<file path="src/rtl/ad_pack_pkg.sv">
// Shared types and sizing helpers for the ad_pack narrow-to-wide unit packer.
package ad_pack_pkg;

  typedef enum logic [0:0] {
    ACC   = 1'b0,
    FLUSH = 1'b1
  } state_e;

  function automatic int unsigned gcd(input int unsigned a, input int unsigned b);
    int unsigned x;
    int unsigned y;
    int unsigned t;
    x = a;
    y = b;
    while (y != 0) begin
      t = x % y;
      x = y;
      y = t;
    end
    return x;
  endfunction

  // Units needed to hold a leftover partial word plus one full input word.
  function automatic int unsigned acc_units(input int unsigned i_w, input int unsigned o_w);
    return o_w + i_w - gcd(i_w, o_w);
  endfunction

  function automatic int unsigned fill_width(input int unsigned o_w);
    return (o_w > 1) ? $clog2(o_w) : 1;
  endfunction

endpackage

</file>
<file path="src/rtl/ad_pack_oreg.sv">
// Output stage for ad_pack: registered (latency 1) or pass-through (latency 0).
module ad_pack_oreg #(
  parameter int unsigned DW    = 32,
  parameter int unsigned O_REG = 1
) (
  input  logic          clk,
  input  logic          reset,
  input  logic [DW-1:0] data_i,
  input  logic          valid_i,
  input  logic          last_i,
  output logic [DW-1:0] data_o,
  output logic          valid_o,
  output logic          last_o
);

  generate
    if (O_REG != 0) begin : g_reg
      logic [DW-1:0] data_q;
      logic          valid_q;
      logic          last_q;

      always_ff @(posedge clk or posedge reset) begin
        if (reset) begin
          data_q  <= '0;
          valid_q <= 1'b0;
          last_q  <= 1'b0;
        end else begin
          data_q  <= data_i;
          valid_q <= valid_i;
          last_q  <= last_i;
        end
      end

      assign data_o  = data_q;
      assign valid_o = valid_q;
      assign last_o  = last_q;
    end else begin : g_comb
      logic unused_clk;
      assign unused_clk = clk;
      // Outputs still read zero while reset is held.
      assign data_o  = reset ? '0 : data_i;
      assign valid_o = valid_i & ~reset;
      assign last_o  = last_i & ~reset;
    end
  endgenerate

endmodule

</file>
<file path="src/rtl/ad_pack.sv">
// Packs I_W-unit input words into O_W-unit output words, unit 0 first.
// Optional packet-end flush with zero padding is enabled by AD_PACK_FLUSH_EN.
module ad_pack
  import ad_pack_pkg::*;
#(
  parameter int unsigned I_W    = 3,
  parameter int unsigned O_W    = 4,
  parameter int unsigned UNIT_W = 8,
  parameter int unsigned O_REG  = 1
) (
  input  logic                  clk,
  input  logic                  reset,
  input  logic [I_W*UNIT_W-1:0] idata,
  input  logic                  ivalid,
  input  logic                  ilast,
  output logic                  iready,
  output logic [O_W*UNIT_W-1:0] odata,
  output logic                  ovalid,
  output logic                  olast
);

  localparam int unsigned ACC_W  = acc_units(I_W, O_W) * UNIT_W;
  localparam int unsigned OD_W   = O_W * UNIT_W;
  localparam int unsigned FILL_W = fill_width(O_W);
  localparam int unsigned NF_W   = $clog2(O_W + I_W) + 1;

  logic [ACC_W-1:0]  acc_q, acc_d;
  logic [FILL_W-1:0] fill_q, fill_d;
  logic [ACC_W-1:0]  comb_c;
  logic [ACC_W-1:0]  rest_c;
  logic [NF_W-1:0]   nfill_c;
  logic              accept_c;
  logic [OD_W-1:0]   out_data_c;
  logic              out_valid_c;
  logic              out_last_c;

`ifdef AD_PACK_FLUSH_EN
  state_e state_q, state_d;
  assign iready = (state_q == ACC);
`else
  logic unused_ilast;
  assign unused_ilast = ilast;
  assign iready = 1'b1;
`endif

  assign accept_c = ivalid & iready;
  assign nfill_c  = NF_W'(fill_q) + NF_W'(I_W);
  assign comb_c   = acc_q | (ACC_W'(idata) << (32'(fill_q) * UNIT_W));
  // Units left over once a full output word has been taken off the bottom.
  assign rest_c   = ACC_W'({{OD_W{1'b0}}, comb_c} >> OD_W);

  always_ff @(posedge clk or posedge reset) begin
    if (reset) begin
      acc_q  <= '0;
      fill_q <= '0;
    end else begin
      acc_q  <= acc_d;
      fill_q <= fill_d;
    end
  end

`ifdef AD_PACK_FLUSH_EN
  always_ff @(posedge clk or posedge reset) begin
    if (reset) state_q <= ACC;
    else       state_q <= state_d;
  end
`endif

  // Next state for the accumulator, fill level and (optional) flush FSM.
  always_comb begin
    acc_d  = acc_q;
    fill_d = fill_q;
`ifdef AD_PACK_FLUSH_EN
    state_d = state_q;
    if (state_q == FLUSH) begin
      acc_d   = '0;
      fill_d  = '0;
      state_d = ACC;
    end else if (accept_c && ilast) begin
      if (nfill_c > NF_W'(O_W)) begin
        acc_d   = rest_c;
        fill_d  = FILL_W'(nfill_c - NF_W'(O_W));
        state_d = FLUSH;
      end else begin
        acc_d  = '0;
        fill_d = '0;
      end
    end else
`endif
    if (accept_c) begin
      if (nfill_c >= NF_W'(O_W)) begin
        acc_d  = rest_c;
        fill_d = FILL_W'(nfill_c - NF_W'(O_W));
      end else begin
        acc_d  = comb_c;
        fill_d = FILL_W'(nfill_c);
      end
    end
  end

  // Output word selection; unfilled units are already zero so no masking is needed.
  always_comb begin
    out_data_c  = '0;
    out_valid_c = 1'b0;
    out_last_c  = 1'b0;
`ifdef AD_PACK_FLUSH_EN
    if (state_q == FLUSH) begin
      out_data_c  = acc_q[OD_W-1:0];
      out_valid_c = 1'b1;
      out_last_c  = 1'b1;
    end else if (accept_c && ilast) begin
      out_data_c  = comb_c[OD_W-1:0];
      out_valid_c = 1'b1;
      out_last_c  = (nfill_c <= NF_W'(O_W));
    end else
`endif
    if (accept_c && (nfill_c >= NF_W'(O_W))) begin
      out_data_c  = comb_c[OD_W-1:0];
      out_valid_c = 1'b1;
    end
  end

  ad_pack_oreg #(
    .DW    (OD_W),
    .O_REG (O_REG)
  ) u_oreg (
    .clk     (clk),
    .reset   (reset),
    .data_i  (out_data_c),
    .valid_i (out_valid_c),
    .last_i  (out_last_c),
    .data_o  (odata),
    .valid_o (ovalid),
    .last_o  (olast)
  );

endmodule

</file>
<file path="config.mk">
export PLATFORM = sky130hd
export DESIGN_NAME = ad_pack
export DESIGN_NICKNAME = d
export VERILOG_FILES = /design/src/rtl/ad_pack_pkg.sv /design/src/rtl/ad_pack_oreg.sv /design/src/rtl/ad_pack.sv
export SDC_FILE = /design/constraint.sdc
export NUM_CORES = 1
export LEC_CHECK = 0
export BUFFER_PORTS_ARGS = -buffer_cell sky130_fd_sc_hd__buf_2
export CAP_MARGIN = 20
export CORE_UTILIZATION = 56
export CTS_CLUSTER_SIZE = 30
export DETAILED_ROUTE_END_ITERATION = 12
export MAX_ROUTING_LAYER = met4
export PLACE_DENSITY_LB_ADDON = 0.08
export SETUP_SLACK_MARGIN = 0.3
export SYNTH_ARGS = -nofsm -noshare
export SYNTH_HDL_FRONTEND = slang
export SYNTH_SLANG_ARGS = --single-unit
</file>
<file path="constraint.sdc">
create_clock -name clk -period 2.3 [get_ports clk]
set_input_delay 0 -clock clk [delete_from_list [all_inputs] [get_ports clk]]
set_output_delay 0 -clock clk [all_outputs]
set_load 0.005 [all_outputs]
</file>
==> impl_metrics.ini, run 1 <==
[status]
outcome = completed

[synthesis]
synthDistinctLibCells = 32
yosys.area.top_type_share_pct = 55.46
yosysSeqAreaShare_pct = 55.46
synth_ff_type = dfrtp_1
synthCells = 355
ys_seq_elements = 83
synth.largest_area_cell = dfrtp_1
synth-warning-count = 0
async_flop_share_pct = 100.0
netlist_area_um2 = 3745
syn-num-nets = 384
yosys-top-cells-area = dfrtp_1, nor2_1, mux2_2
synth-edff-count = 0
syn_avg_cell_area_um2 = 10.55

[sta]
setup_viol = 0
finalMaxSlewViolations = 0
fin_crit_ns = 1.800
finalSetupTns_ns = 0
report.final.hold_viol_count = 0
max_freq_mhz = 555.5
rsz0062_at_grt = no
clock_skew_ns = 0.006521
period_share_pct = 78.27
fin_ws_ns = 0.4998

[clock_tree]
cts_resized = 0
numCtsBuffers = 9
clkSlewWorstSetupHoldPaths_ns = 0.08
root_buffer = clkbuf_8
cts_tree = yes
clk_latency_ns = 0.35
cts_buffer_depth = 2
ctsHtreeMaxLevel = 3
holdBufCountCts = 17
cts_setup_buffers = 0
numClockSinks = 83

[routing]
via_count = 2862
wl_per_cell_um = 16.25
viasPerCell = 5.679
drc = 0
wl_met2_um = 3996
routed.top_layer = met4
wl_met1_um = 3719
drt-total-wl_um = 8191
detail-route-antenna-nets = 0
drt_first_pass_iters = 4
wl_met3_um = 364
drtIter0Drc = 228

[setup_path]
cp.required_ns = 2.54
start_kind = flop
path_class = reg -> reg
cp-end-kind = flop
path_max_fanout = 49
reg2reg_from = fill_q[0]$_DFFE_PP0P_
critPathLaunch = fill_q[0]$_DFFE_PP0P_
cp.arrival_ns = 2.04

[die]
start_util_pct = 58.64
die_w_um = 83.78
fp.dieH_um = 83.78
row_count = 29
dieArea_um2 = 7018
ios = 63
fp.coreArea_um2 = 6386

[place]
place_hpwl_um = 5162
numPortBuffers = 59
gp_congestion = 0.8356
post-place-ws_ns = 0.4956

[power_and_ir_drop]
ir_worst_vdd_uv = 650.3
cellPowerDensity_nw_per_um2 = 1252
p_leak_nw = 2.100

[min_path]
hp-start = idata[8]
hold_path.class = in -> reg

[cells_and_area]
final_core_util_pct = 68.77
diodes = 0
drive_gt1_share_pct = 25.06
areaGrowthSynthToFinish_pct = 17.27
fin_nets = 451
fill_cells = 508

[global_routing]
grt_antenna_before_repair = 0
grt_first_pass_wirelength_um = 13890
grt_overflow_total = 0
grt_pass1_vias = 2812
grt_usage_pct = 26.23
grt_max_degree = 84

[job]
max-cap-violations = 0
## worst max-delay path, cell delays in order (launching register included)
cell	delay, ns
dfrtp_1	0.42
inv_2	0.19
ha_1	0.19
nand2b_1	0.12
buf_4	0.43
a211oi_1	0.11
a311oi_1	0.24
## cells in the final DEF, fill, tap and decap left out, drive strengths merged, types with 3 or more instances in the layout
cell / Yosys / final
dlygate4sd3: 0 / 17
nor2b: 7 / 7
nand2: 8 / 8
buf: 21 / 68
nor2: 73 / 73
a31oi: 15 / 15
a221oi: 14 / 14
o21ai: 16 / 16
a211oi: 10 / 10
o31a: 7 / 7
o21a: 7 / 7
clkbuf: 8 / 11
mux2i: 7 / 7
and2: 7 / 7
clkinv: 0 / 3
inv: 13 / 12
dfrtp: 83 / 83
clkinvlp: 0 / 3
a311oi: 9 / 9
a21oi: 26 / 26
mux2: 16 / 16
## cells in the mapped netlist, types with 5 or more instances
cell type	count
a211oi_1	10
a21oi_1	26
a221oi_1	8
a221oi_2	6
a311oi_1	9
a31oi_1	15
and2_1	7
buf_2	11
buf_4	5
clkbuf_1	7
dfrtp_1	83
inv_1	12
mux2_2	13
mux2i_1	7
nand2_1	8
nor2_1	72
nor2b_1	7
o21a_1	7
o21ai_0	16
o31a_1	7
## report_power, final
| group | internal [mW] | total [mW] | switching (mW) |
|---|---|---|---|
| sequential | 2.04 | 2.31 | 0.264 |
| combinational | 0.998 | 2.30 | 1.30 |
| clock | 0.387 | 0.896 | 0.508 |
| total | 3.43 | 5.50 | 2.07 |
## final cells by class
cell class                      instances  area (um2)  area share (%)
Timing Repair Buffer                   85       558.0           12.71
Inverter                               13       52.55           1.197
Tap cell                               77       96.34           2.194
Clock inverter                          5       30.03          0.6838
Multi-Input combinational cell        230        1446           32.93
Sequential cell                        83        2077           47.29
Clock buffer                           11       131.4           2.991
## sequential cells by signal (all words and copies together), names as in the netlist
signal	cells
acc_q	48
u_oreg.data_o	32
fill_q	2
u_oreg.valid_o	1
## routing by layer
layer | up-vias | track usage [%]
li1 | 1383 | -
met2 | 80 | 40.43
met4 | 0 | 8.783
met3 | 11 | 3.561
met1 | 1388 | 36.34
met5 | - | -
## per-stage QoR
step | total power, mW | cells | hold slack, ns | instance area, um2
finish | 5.498 | 504 | 0.07767 | 4392
global route | 5.889 | 504 | 0.09828 | 4392
CTS | 5.521 | 504 | 0.08015 | 4392
detailed placement | 4.607 | 471 | 0.1596 | 4060
global placement | 4.543 | 471 | 0.1601 | 4060
floorplan | 4.016 | 355 | 0.1470 | 3750
## cell families (layout without fill, tap and decap cells)
family | after synthesis | count (layout) | synth area share [%]
AND/OR/NAND/NOR | 99 | 99 | 11.33
multiplexers | 23 | 23 | 6.983
other | 2 | 2 | 0.2005
flip-flops | 83 | 83 | 55.46
adder cells (fa/ha/maj) | 1 | 1 | 0.3341
AO/OA/AOI/OAI | 104 | 104 | 19.55
XOR/XNOR | 1 | 1 | 0.2339
buffers and inverters | 42 | 114 | 5.913
## worst paths after layout
path / to / slack (ns) / depth (start not counted)
max reg2reg: acc_q[4]$_DFFE_PP0P_ / 0.50 / 6
min in group asynchronous: u_oreg.data_o[16]$_DFF_PP0_ / 0.31 / 4
max in group asynchronous: acc_q[37]$_DFFE_PP0P_ / 1.66 / 4
max: acc_q[4]$_DFFE_PP0P_ / 0.50 / 6
min: u_oreg.data_o[16]$_DFF_PP0_ / 0.08 / 4
min reg2reg: acc_q[38]$_DFFE_PP0P_ / 0.50 / 2
Note: power is estimated with default switching activity, not from simulation.
==> run 2, diff against run 1 <==
==> constraint.sdc (replaced) <==
create_clock -name clk -period 1.7 [get_ports clk]
set_input_delay 0 -clock clk [delete_from_list [all_inputs] [get_ports clk]]
set_output_delay 0 -clock clk [all_outputs]
set_load 0.005 [all_outputs]
==> run 2 against run 1 <==
The run now ends with hold timing left. Wire length rose by 16%. Non-clock buffer count rose by 18. Worst setup slack got worse by 0.34 ns. Final area rose by 13%. Sequential power rose by 40%. Critical path depth fell by 2. Maximum frequency rose by 17%. Utilization rose by 9.0 points. Global-route usage rose by 3.3 points. Worst hold slack got worse by 0.079 ns. Die area did not move. Combinational power rose by 87%.
==> impl_metrics.ini, run 2 (synthesis gave the netlist of run 1 again) <==
[clock_tree]
numClockSinks = 83
root_buffer = clkbuf_8
clk_latency_ns = 0.36
ctsHtreeMaxLevel = 3
cts_tree = yes
clkSlewWorstSetupHoldPaths_ns = 0.08
cts_buffer_depth = 2
numCtsBuffers = 9

[sta]
finalMaxSlewViolations = 0
fin_ws_ns = 0.1623
max_freq_mhz = 650.3
clock_skew_ns = 0.01406
slew_headroom_pct = 64.70
fin_crit_ns = 1.538
setup_viol = 0
period_share_pct = 90.46
holdWs_ns = -0.001083
report.final.hold_viol_count = 1
worst_slew_pin_slew_ns = 0.5284
finalSetupTns_ns = 0
rsz0062_at_grt = yes

[setup_path]
cp-end-kind = flop
cp.required_ns = 1.95
critical_path.top_delay_family = flip-flops
path_max_fanout = 15
critPathBufInv = 1
critPathSlowestCell = dfrtp_2
path_cells = bufbuf_16, nor2_4, nand2_1, a311oi_1
start_kind = flop
cp.arrival_ns = 1.79
path_class = reg -> reg
cp_slowest_stage_delay_ns = 0.46

[die]
die_w_um = 83.78
fp.dieH_um = 83.78
dieArea_um2 = 7018
fp.coreArea_um2 = 6386
start_util_pct = 58.64
row_count = 29
ios = 63

[job]
max-cap-violations = 0

[cells_and_area]
fin_nets = 469
largest_reg_flops = 48
fill_cells = 399
regMostFlops = acc_q
regArea_um2 = 2079
fin_area_um2 = 4969
final_core_util_pct = 77.80
layout_common_cells = dfrtp_1, nor2_1, buf_2
finalNonFillerCells = 523
multi_input_area_um2 = 1693
areaGrowthSynthToFinish_pct = 32.68
drive_gt1_share_pct = 36.85
layout_commonest_cell = dfrtp_1

[place]
numPortBuffers = 59
place_hpwl_um = 5766
dp.cells = 478
post-place-ws_ns = 0.1065
place_area_um2 = 4213
gp_congestion = 0.8219

[power_and_ir_drop]
p_leak_nw = 2.321
power.total_mw = 9.096
cellPowerDensity_nw_per_um2 = 1831
ir_worst_vdd_uv = 1022

[routing]
via_count = 3062
viasPerCell = 5.855
drc = 0
drtIter0Drc = 155
drt_first_pass_iters = 4
detail-route-antenna-nets = 0
drt-total-wl_um = 9533
wl_per_cell_um = 18.23

[global_routing]
grt_usage_pct = 29.53
grt_antenna_before_repair = 1
grt_pass1_vias = 3051
grt_overflow_total = 0
grt_max_degree = 38
grt_first_pass_wirelength_um = 15590

[min_path]
hold_path.class = in -> reg

[status]
violations = hold timing
outcome = finished with violations
-- run 2: changes by cell type in the layout (fill, tap and decap cells not counted), moves of 5 or more --
cell      delta
a311oi_1     -5
a221oi_1     -8
a311oi_2     +5
a21oi_2      +8
a211oi_2     +8
a211oi_1     -9
a21oi_1      -8
buf_4        +9
-- run 2: report_power, final --
| group | switching, mW | internal [mW] | leakage (nW) |
|---|---|---|---|
| logic | 2.18 | 2.13 | 1.15 |
| registers | 0.471 | 2.77 | 1.07 |
| clock network | 0.721 | 0.824 | 0.103 |
| total | 3.37 | 5.72 | 2.32 |
-- run 2: layout make-up --
class	instances	share of cell area [%]
Antenna cell	1	0.05037
Sequential cell	83	41.85
Clock buffer	11	2.644
Multi-Input combinational cell	230	34.07
Tap cell	77	1.939
Timing Repair Buffer	103	16.44
Inverter	13	1.435
Clock inverter	5	1.561
-- run 2: timing repair --
action                                 4_1_cts  5_1_grt
setup buffers                               10        0
setup endpoints to repair                   76       77
hold buffers                                16        0
pin swaps                                   11       10
endpoints found under the hold margin       43        0
gates resized for setup                     27       19
gates cloned                                 2        0
-- run 2: routing by layer --
metal	global-route usage, %	up-vias	share of wire (%)
met2	46.05	116	49
met5	-	-	0
met3	6.034	17	5.5
met1	38.64	1512	43
li1	-	1417	-
met4	10.63	0	2.7
-- run 2: worst register-to-register path, cell delays in order (launching register included) --
cell	delay (ns)
dfrtp_2	0.46
bufbuf_16	0.31
nor2_4	0.24
nand2_1	0.12
a311oi_1	0.30
-- run 2: final timing paths --
path / startpoint / end / slack, ns / depth (start not counted)
max: fill_q[1]$_DFFE_PP0P_ / acc_q[7]$_DFFE_PP0P_ / 0.16 / 4
max reg2reg: fill_q[1]$_DFFE_PP0P_ / acc_q[7]$_DFFE_PP0P_ / 0.16 / 4
min: idata[20] / acc_q[44]$_DFFE_PP0P_ / -0.001 / 3
min reg2reg: acc_q[47]$_DFFE_PP0P_ / acc_q[47]$_DFFE_PP0P_ / 0.51 / 2
max in group asynchronous: reset / acc_q[43]$_DFFE_PP0P_ / 0.91 / 4
min in group asynchronous: reset / u_oreg.data_o[25]$_DFF_PP0_ / 0.22 / 3
==> run 3, diff against run 2 <==
--- a/config.mk
+++ b/config.mk
@@ -6,7 +6,8 @@
 export NUM_CORES = 1
 export LEC_CHECK = 0
 export BUFFER_PORTS_ARGS = -buffer_cell sky130_fd_sc_hd__buf_2
-export CAP_MARGIN = 20
+export CAP_MARGIN = 15
+export CORE_ASPECT_RATIO = 0.8
 export CORE_UTILIZATION = 56
 export CTS_CLUSTER_SIZE = 30
 export DETAILED_ROUTE_END_ITERATION = 12
==> run 3 against run 2 <==
The flow now finishes without violations. Critical path depth is 3 higher. Wire length grew 17%. Total power rose by 12%. Clock-buffer cell count grew 1. Sequential power about the same. Die area about the same. Cell count up 5.7%. Critical path type unchanged.
==> impl_metrics.ini, run 3 (synthesis gave the netlist of run 1 again) <==
[sta]
finalSetupTns_ns = 0
max_freq_mhz = 646.3
clock_skew_ns = 0.007721
finalMaxSlewViolations = 0
rsz0062_at_grt = yes
period_share_pct = 91.01
fin_crit_ns = 1.547
fin_ws_ns = 0.1528
setup_viol = 0
report.final.hold_viol_count = 0

[setup_path]
cp.arrival_ns = 1.83
endpoint = acc_q[17]$_DFFE_PP0P_
reg2reg_from = fill_q[0]$_DFFE_PP0P_
path_max_fanout = 27
critPathLaunch = fill_q[0]$_DFFE_PP0P_
cp-end-kind = flop
r2r-end = acc_q[17]$_DFFE_PP0P_
cp.required_ns = 1.99
rr_worst_depth = 7
path_class = reg -> reg
r2r_setup_slack_ns = 0.15
start_kind = flop

[routing]
drt-total-wl_um = 11140
viasPerCell = 6.013
drt_first_pass_iters = 5
drc = 0
wl_per_cell_um = 20.14
detail-route-antenna-nets = 0
via_count = 3325
drtIter0Drc = 218

[power_and_ir_drop]
cellPowerDensity_nw_per_um2 = 1886
p_leak_nw = 2.491
ir_worst_vdd_uv = 1198

[cells_and_area]
drive_gt1_share_pct = 43.50
regMostFlops = acc_q
final_core_util_pct = 84.22
largest_reg_flops = 48
areaGrowthSynthToFinish_pct = 44.14
diodes = 0
layout_commonest_cell = dfrtp_1
layout_common_cells = dfrtp_1, nor2_1, buf_2
fin_nets = 493

[global_routing]
grt_overflow_total = 0
grt_first_pass_wirelength_um = 16650
grt_antenna_before_repair = 0
grt_pass1_vias = 3357
grt_usage_pct = 32.93
grt_max_degree = 84

[clock_tree]
numCtsBuffers = 9
clkSlewWorstSetupHoldPaths_ns = 0.09
root_buffer = clkbuf_8
numClockSinks = 83
cts_tree = yes
cts_buffer_depth = 2
ctsHtreeMaxLevel = 3
clk_latency_ns = 0.36

[die]
ios = 63
row_count = 26
fp.dieH_um = 75.14
start_util_pct = 58.43
dieArea_um2 = 7020
fp.coreArea_um2 = 6409
die_w_um = 93.43

[place]
place_hpwl_um = 5677
numPortBuffers = 59
post-place-ws_ns = 0.06986
gp_congestion = 0.8176

[min_path]
hold_path.class = in -> reg

[job]
max-cap-violations = 0

[status]
outcome = completed
run 3: cell types whose count changed in the layout (fill, tap and decap cells not counted), moves of 3 or more:
cell / delta
buf_6: +10
buf_4: +9
a21oi_1: -8
a21oi_2: +5
a221oi_2: -5
a221oi_4: +5
nor2_1: -4
a21oi_4: +3
buf_8: +3
nor2_2: +3
run 3: repair_timing:
action	CTS	global route
gates cloned	3	0
setup endpoints to repair	73	76
hold buffers	17	0
gates resized for setup	56	40
endpoints found under the hold margin	107	0
pin swaps	34	15
buffers inserted	25	4
run 3: worst min-delay path by stage:
stage	from	to	slack (ns)	depth (start not counted)
floorplan	idata[16]	acc_q[40]$_DFFE_PP0P_	0.15	2
detailed placement	reset	u_oreg.data_o[11]$_DFF_PP0_	0.16	3
finish	idata[10]	u_oreg.data_o[18]$_DFF_PP0_	0.10	4
CTS	idata[9]	acc_q[17]$_DFFE_PP0P_	0.08	4
global placement	reset	u_oreg.data_o[11]$_DFF_PP0_	0.16	3
global route	idata[10]	u_oreg.data_o[18]$_DFF_PP0_	0.12	4
run 3: layer usage:
layer	share of wire, %	up-vias	routed length (um)	global-route usage [%]
met3	6.5	45	729	8.283
met1	40	1641	4419	38.39
li1	-	1471	-	-
met2	50	168	5544	54.82
met5	0	-	0	-
met4	4.0	0	442	14.70
run 3: cell type report:
| type | count | area [um2] |
|---|---|---|
| Sequential cell | 83 | 2078 |
| Fill cell | 305 | 1011 |
| Clock inverter | 4 | 50.05 |
| Multi-Input combinational cell | 230 | 1866 |
| Tap cell | 84 | 105.1 |
| Timing Repair Buffer | 127 | 1085 |
| Clock buffer | 12 | 145.1 |
| Inverter | 13 | 68.82 |
run 3: report_power, final:
group          internal [mW]  total [mW]  switching [mW]
Sequential              2.77        3.26           0.496
Clock                  0.718        1.43           0.714
Combinational           2.78        5.48            2.71
run 3: worst max-delay path, cell delays in order, from the launching register on:
cell and delay (ns):
dfrtp_2 0.44, buf_12 0.15, inv_8 0.05, ha_4 0.13
nand2b_4 0.16, buf_6 0.23, o21ai_0 0.14, nor2_1 0.16
run 3: metrics by stage:
stage | std cells | hold WS (ns) | area [um2] | power [mW]
floorplan | 355 | 0.1470 | 3844 | 5.629
global placement | 488 | 0.1571 | 4194 | 6.395
detailed placement | 488 | 0.1643 | 4194 | 6.512
CTS | 549 | 0.07935 | 5115 | 9.205
global route | 553 | 0.1151 | 5398 | 10.71
finish | 553 | 0.1043 | 5398 | 10.18
